--- src/rtl/cv32e40p_wb_trace_capture.sv ---
// Write-back trace capture: time-stamps register-file writes from the ALU and WB
// ports, queues them in a small FIFO and drains them as a valid/ready record stream.
module cv32e40p_wb_trace_capture #(
  parameter int DEPTH     = 8,
  parameter int TS_W      = 16,
  parameter int FILTER_X0 = 1,
  parameter int DROP_W    = 16
) (
  input  logic                       clk_i,
  input  logic                       rst_i,
  input  logic                       en_i,
  input  logic                       flush_i,
  input  logic                       regfile_alu_we_fw,
  input  logic [5:0]                 regfile_alu_waddr_fw,
  input  logic [31:0]                regfile_alu_wdata_fw,
  input  logic                       regfile_we_wb,
  input  logic [5:0]                 regfile_waddr_fw_wb_o,
  input  logic [31:0]                regfile_wdata,
  output logic                       trace_valid_o,
  input  logic                       trace_ready_i,
  output logic [TS_W+38:0]           trace_rec_o,
  output logic [$clog2(DEPTH):0]     fill_level_o,
  output logic                       overflow_o,
  output logic [DROP_W-1:0]          drop_cnt_o
);

  localparam int PW = $clog2(DEPTH);
  localparam int LW = PW + 1;

  typedef logic [TS_W+38:0] rec_t;

  logic [TS_W-1:0] ts_q;
  rec_t            mem_q [DEPTH];
  logic [PW-1:0]   wr_ptr_q, rd_ptr_q;
  logic [LW-1:0]   fill_q, free;
  logic            ev_wb, ev_alu, pop;
  logic [1:0]      n_ev, n_push, n_drop;
  rec_t            wb_rec, alu_rec, push0_rec;
  logic [DROP_W:0] drop_sum;

  assign ev_wb  = en_i & regfile_we_wb &
                  ~((FILTER_X0 != 0) && (regfile_waddr_fw_wb_o == 6'd0));
  assign ev_alu = en_i & regfile_alu_we_fw &
                  ~((FILTER_X0 != 0) && (regfile_alu_waddr_fw == 6'd0));

  assign wb_rec  = {ts_q, 1'b1, regfile_waddr_fw_wb_o, regfile_wdata};
  assign alu_rec = {ts_q, 1'b0, regfile_alu_waddr_fw, regfile_alu_wdata_fw};

  // Room is judged on the start-of-cycle occupancy; a concurrent pop frees nothing.
  assign free          = LW'(DEPTH) - fill_q;
  assign trace_valid_o = (fill_q != '0);
  assign pop           = trace_valid_o & trace_ready_i;
  assign trace_rec_o   = trace_valid_o ? mem_q[rd_ptr_q] : '0;
  assign fill_level_o  = fill_q;

  // NOTE: every signal written here gets a default first so no path leaves it unassigned (no latch).
  always_comb begin
    n_ev      = {1'b0, ev_wb} + {1'b0, ev_alu};
    n_push    = 2'd0;
    push0_rec = ev_wb ? wb_rec : alu_rec;
    if (free >= LW'(2))      n_push = n_ev;
    else if (free == LW'(1)) n_push = (n_ev != 2'd0) ? 2'd1 : 2'd0;
    n_drop   = n_ev - n_push;
    drop_sum = {1'b0, drop_cnt_o} + (DROP_W+1)'(n_drop);
  end

  // WB is older, so it always takes the first slot; ALU is the one dropped when short.
  // NOTE: storage has no reset; stale entries are never visible because the output is gated by valid.
  always_ff @(posedge clk_i) begin
    if (!flush_i && n_push != 2'd0) mem_q[wr_ptr_q] <= push0_rec;
    if (!flush_i && n_push == 2'd2) mem_q[wr_ptr_q + PW'(1)] <= alu_rec;
  end

  // NOTE: state registers use non-blocking assignment so all updates see start-of-cycle values.
  always_ff @(posedge clk_i or posedge rst_i) begin
    if (rst_i) begin
      ts_q       <= '0;
      wr_ptr_q   <= '0;
      rd_ptr_q   <= '0;
      fill_q     <= '0;
      overflow_o <= 1'b0;
      drop_cnt_o <= '0;
    end else begin
      ts_q <= ts_q + TS_W'(1);
      if (flush_i) begin
        wr_ptr_q   <= '0;
        rd_ptr_q   <= '0;
        fill_q     <= '0;
        overflow_o <= 1'b0;
        drop_cnt_o <= '0;
      end else begin
        wr_ptr_q <= wr_ptr_q + PW'(n_push);
        rd_ptr_q <= rd_ptr_q + PW'(pop);
        fill_q   <= fill_q + LW'(n_push) - LW'(pop);
        if (n_drop != 2'd0) begin
          overflow_o <= 1'b1;
          drop_cnt_o <= drop_sum[DROP_W] ? '1 : drop_sum[DROP_W-1:0];
        end
      end
    end
  end

endmodule
--- config.mk ---
export PLATFORM = sky130hd
export DESIGN_NAME = cv32e40p_wb_trace_capture
export DESIGN_NICKNAME = d
export VERILOG_FILES = /design/src/rtl/cv32e40p_wb_trace_capture.sv
export SDC_FILE = /design/constraint.sdc
export NUM_CORES = 1
export LEC_CHECK = 0
export CORE_MARGIN = 3
export CORE_UTILIZATION = 40
export DETAILED_ROUTE_END_ITERATION = 10
export PLACE_DENSITY = 0.63
export SYNTH_ARGS = -nofsm -noshare
export SYNTH_HDL_FRONTEND = slang
export SYNTH_SLANG_ARGS = --single-unit
--- constraint.sdc ---
create_clock -name clk_i -period 4.8 [get_ports clk_i]
set_input_delay 1.44 -clock clk_i [delete_from_list [all_inputs] [get_ports clk_i]]
set_output_delay 1.44 -clock clk_i [all_outputs]
set_load 0.02 [all_outputs]
Yosys cells after proc, flatten, opt, wreduce, memory -nomap -nowiden
Memories as Yosys holds them, arrays and structs flattened.
Index checks and enable logic that the tools add are counted.
Storage, ports and cells
  bits of input ports: 83
  memories: 1
  bits in writable memories: 440
  register bits: 43
  output and inout port bits: 77
Memory list
  mem_q: depth 8, bits a word 55, rd ports 1, clocked after Yosys merged registers in 0, write ports 2, RTL line 33  | rec_t mem_q [DEPTH];
Operators by class
  magnitude comparators: 1
  mux-type cells: 17
  equality and inequality tests: 2
  $add $sub $neg: 10
  bitwise gates (word level): 7
  reduce and logical (&&, ||, !) cells: 10
Operators with widths (number)
  $mux 55: 1
  $mux 16: 3
  $mux 39: 1
  $add 16x2->17: 1
  $add 16x1->16 const B: 1
  $logic_not 6->1: 2
  $mux 1: 8
  $reduce_bool 2->1: 4
  $mux 3: 2
  $and 1x1->1: 5
  $add 4x2->4: 1
  $eq 4x1->1 const B: 1
  $ge 4x2->1 const B: 1
  $mux 4: 1
  $reduce_bool 4->1: 1
  $sub 4x1->4: 1
  $sub 4x4->4 const A: 1
  $add 3x1->3: 1
  $add 3x1->3 const B: 1
  $add 3x2->3: 1
  $add 1x1->2: 1
  $eq 2x2->1 const B: 1
  $logic_and 1x1->1: 2
  $mux 2: 1
  other kinds (3): 4

Longest topological paths before layout
  depth in word-level cells: 13
  gate-level depth with buffers: 19

Worst setup path before layout
OpenSTA, ideal clock, no wires.
  path kind: in2reg
  start point: input regfile_waddr_fw_wb_o[0]
  end point: memory mem_q[0][0] (netlist name) (enable)
  arrival time: 5.354 ns
  setup time: 0.436 ns
  cell stages on the path: 11
  slack: -0.990 ns
  path buffers: 4
  cell sequence: buf_2 > or4_4 > o311ai_4 > buf_6 > buf_6 > ha_1 > nor2_1 > o2111ai_1 > nand2b_1 > o21ai_1 > clkbuf_1
RTL lines
  start: declaration: RTL line 17  | input logic [5:0] regfile_waddr_fw_wb_o,
  end: declaration: RTL line 33

Worst setup path after layout
  start point: register fill_q[0], in the netlist fill_level_o[0]
  end point: output trace_rec_o[36]
On the way
  longest elaborated chain between the ends: 2
RTL lines
  start: declaration: RTL line 35  | logic [LW-1:0] fill_q, free;
  start signal: assignment: RTL line 94  | fill_q <= fill_q + LW'(n_push) - LW'(pop);
  $reduce_bool 4->1: RTL line 51  | assign trace_valid_o = (fill_q != '0);
  $mux 55: RTL line 53  | assign trace_rec_o = trace_valid_o ? mem_q[rd_ptr_q] : '0;
  end: declaration: RTL line 21  | output logic [TS_W+38:0] trace_rec_o,
Every way passes these cells.

==> reports/results.ini <==
[finish]
areaGrowthSynthToFinish_pct=21.6
nNetsFinal=1851
fillers=4939
drive_gt1_share_pct=19.4

[clock_tree]
cts_root_buffer=clkbuf_16
clock_sinks=483
insertion_delay_ns=0.61
tritoncts=built
cts_resized=0
h-tree-depth=2
cts_buffer_depth=3
path_clk_slew_ns=0.06
numCtsBuffers=51

[route]
viasPerCell=5.96
avgRoutedWirePerCell_microns=25.1
drtIter0Drc=1373
routed_wl_microns=64100
drtPass1Iterations=5
antenna_left=0
drc=0
vias=15200

[placement]
io_buffers=159
gp_congestion=0.771
dp_hpwl_microns=39200
post-place-ws_ns=-0.238

[logic_synthesis]
synthCells=1623
synth_common_cells=432 x edfxtp_1, 304 x a22o_1, 133 x and2_1
synth_top_cell_area_share_pct=54.8
synth_most_common_cell=edfxtp_1
ys_seq_area_share_pct=60.0
yosysWarnings=0
synth_edf_count=432
syn_area_sq_um=23700
ys_ff_latch=483
ys_types=57
synth_ff_type=edfxtp_1
async_flop_share_pct=8.90
avgSynthCellArea_sq_um=14.6
synthTopCellsByArea=edfxtp_1 55%, a22o_1 11%, mux4_2 10%
yosysTopAreaCell=edfxtp_1
synth_fp_nets=1728

[die]
core_area_sq_um=58100
die_h_microns=249
rows=88
io_pins=160
die_area_sq_um=62100
die_w_microns=249
start_util_pct=40.7

[sta]
setup_viol=0
slew_viol_final=0
clock.fmax_mhz=222
rsz0062_at_grt=false
layout_setup_ws_ns=0.294
slew_headroom_pct=34.5
period_share_pct=93.9
hold_violations=0
skew_ns=0.0169
max_slew.worst_pin.slew_ns=0.980
period_needed_ns=4.51
tns_ns=0

[setup_path]
path_cells=inv_1 > ha_1 > and2_2 > buf_12 > nor2_1 > clkdlybuf4s50_1
reg2reg_setup_slack_ns=1.29
cp-end-kind=output pin
crit_arrival_ns=3.07
startpoint_type=flop
cpLargestDelayFamily=buffers and inverters
path_buf_inv=3
crit_fanout=25
worstSetupPathType=reg2out
crit_slowest_cell=clkdlybuf4s50_1
required_ns=3.36
slowest_delay_ns=0.69

[hold_path]
hp-class=reg2reg

[job]
max_cap_violations=0

[pwr]
power_density_nw_per_um2=467
p_leak_nw=9.59
ir_worst_vdd_uv=260

[global_routing]
grt_pass1_wl_microns=97000
grt_pass1_vias=15600
grt_max_degree=49
antenna_found_initial=4
grt_use_total_pct=20.3
overflow=0

[run_status]
outcome=finished, final reports clean

-- worst reg2reg max path, stage by stage (launching register included) --
cell	delay, ns
dfrtp_1	0.44
inv_1	0.10
ha_1	0.30
a211oi_1	0.20
o21ai_1	0.26
nor2_1	0.24
nand2_1	0.07
o21ai_1	0.11
ha_1	0.28
inv_1	0.07
ha_1	0.18
fa_2	0.25
nand4_1	0.13
nor2_2	0.18
nand2_2	0.12
and4_1	0.22
nor4_1	0.26
-- state kept, by name, summed over array words and instances, names as in the netlist --
name / flops
mem_q: 440
fill_level_o: 4
ts_q: 16
overflow_o: 1
rd_ptr_q: 3
drop_cnt_o: 16
wr_ptr_q: 3
-- cell type report --
type                    count  area [sq um]  area share [%]
inverters                  21          78.8           0.274
diodes                      1          2.50         0.00869
flip-flops and latches    483         14200            49.4
well taps                 765           957            3.32
clock inverters            27           211           0.734
multi-input cells         906          8690            30.2
clock buffers              65          1360            4.72
repair buffers            283          3270            11.4
-- worst paths after layout --
kind,startpoint,endpoint,depth (start not counted)
max,fill_level_o[0],trace_rec_o[36],6
min,mem_q[3][38],mem_q[3][38],2
max reg2reg,fill_level_o[0],drop_cnt_o[3],16
min reg2reg,mem_q[3][38],mem_q[3][38],2
max in group asynchronous,rst_i,rd_ptr_q[1],2
min in group asynchronous,rst_i,overflow_o,2
-- routing by layer --
layer  GRT usage [%]  routed length, microns
met5               0                      39
met4            5.24                    1280
met3            4.33                    5190
met2            33.3                   30800
met1            27.7                   26700
-- power breakdown --
part	switching (mW)	internal, mW	leakage, nW
logic	2.41	2.13	4.32
registers	0.173	4.96	4.50
clock network	1.67	2.11	0.770
-- through the flow --
step	hold slack (ns)	cells	area, sq um	util [%]	total power, mW
floorplan	0.449	1623	23700	-	7.82
global placement	0.459	2457	27200	46.8	9.75
detailed placement	0.464	2457	27200	46.8	9.80
CTS	0.472	2549	28800	49.5	13.6
global route	0.505	2551	28800	49.5	14.0
finish	0.475	2551	28800	49.5	13.4
-- cell families (layout without fill, tap and decap cells) --
family / after synthesis / in the layout / synth area share (%)
other: 0 / 1 / 0
xor gates and xnor gates: 21 / 21 / 0.777
muxes: 165 / 165 / 12.8
DFF: 483 / 483 / 60.0
and+or+nand+nor: 330 / 330 / 7.70
adders and majority gates: 22 / 22 / 1.26
buffers and inverters: 234 / 396 / 4.32
AOI/OAI and AO/OA: 368 / 368 / 13.1
-- placed cells by master (no fill, tap or decap), types with 20 or more instances in the layout --
cell type	instances
mux4_2	110
clkbuf_16	51
buf_12	60
edfxtp_1	432
clkdlybuf4s50_1	159
inv_1	20
buf_4	64
mux2i_1	55
and2_1	132
dfrtp_1	40
a22o_1	304
nor2_1	85
-- what timing repair did --
| action | in CTS | in global routing |
|---|---|---|
| hold buffers | 0 | 0 |
| setup endpoints to repair | 0 | 1 |
| setup buffers | 0 | 1 |
Note: power is estimated with default switching activity, not from simulation.
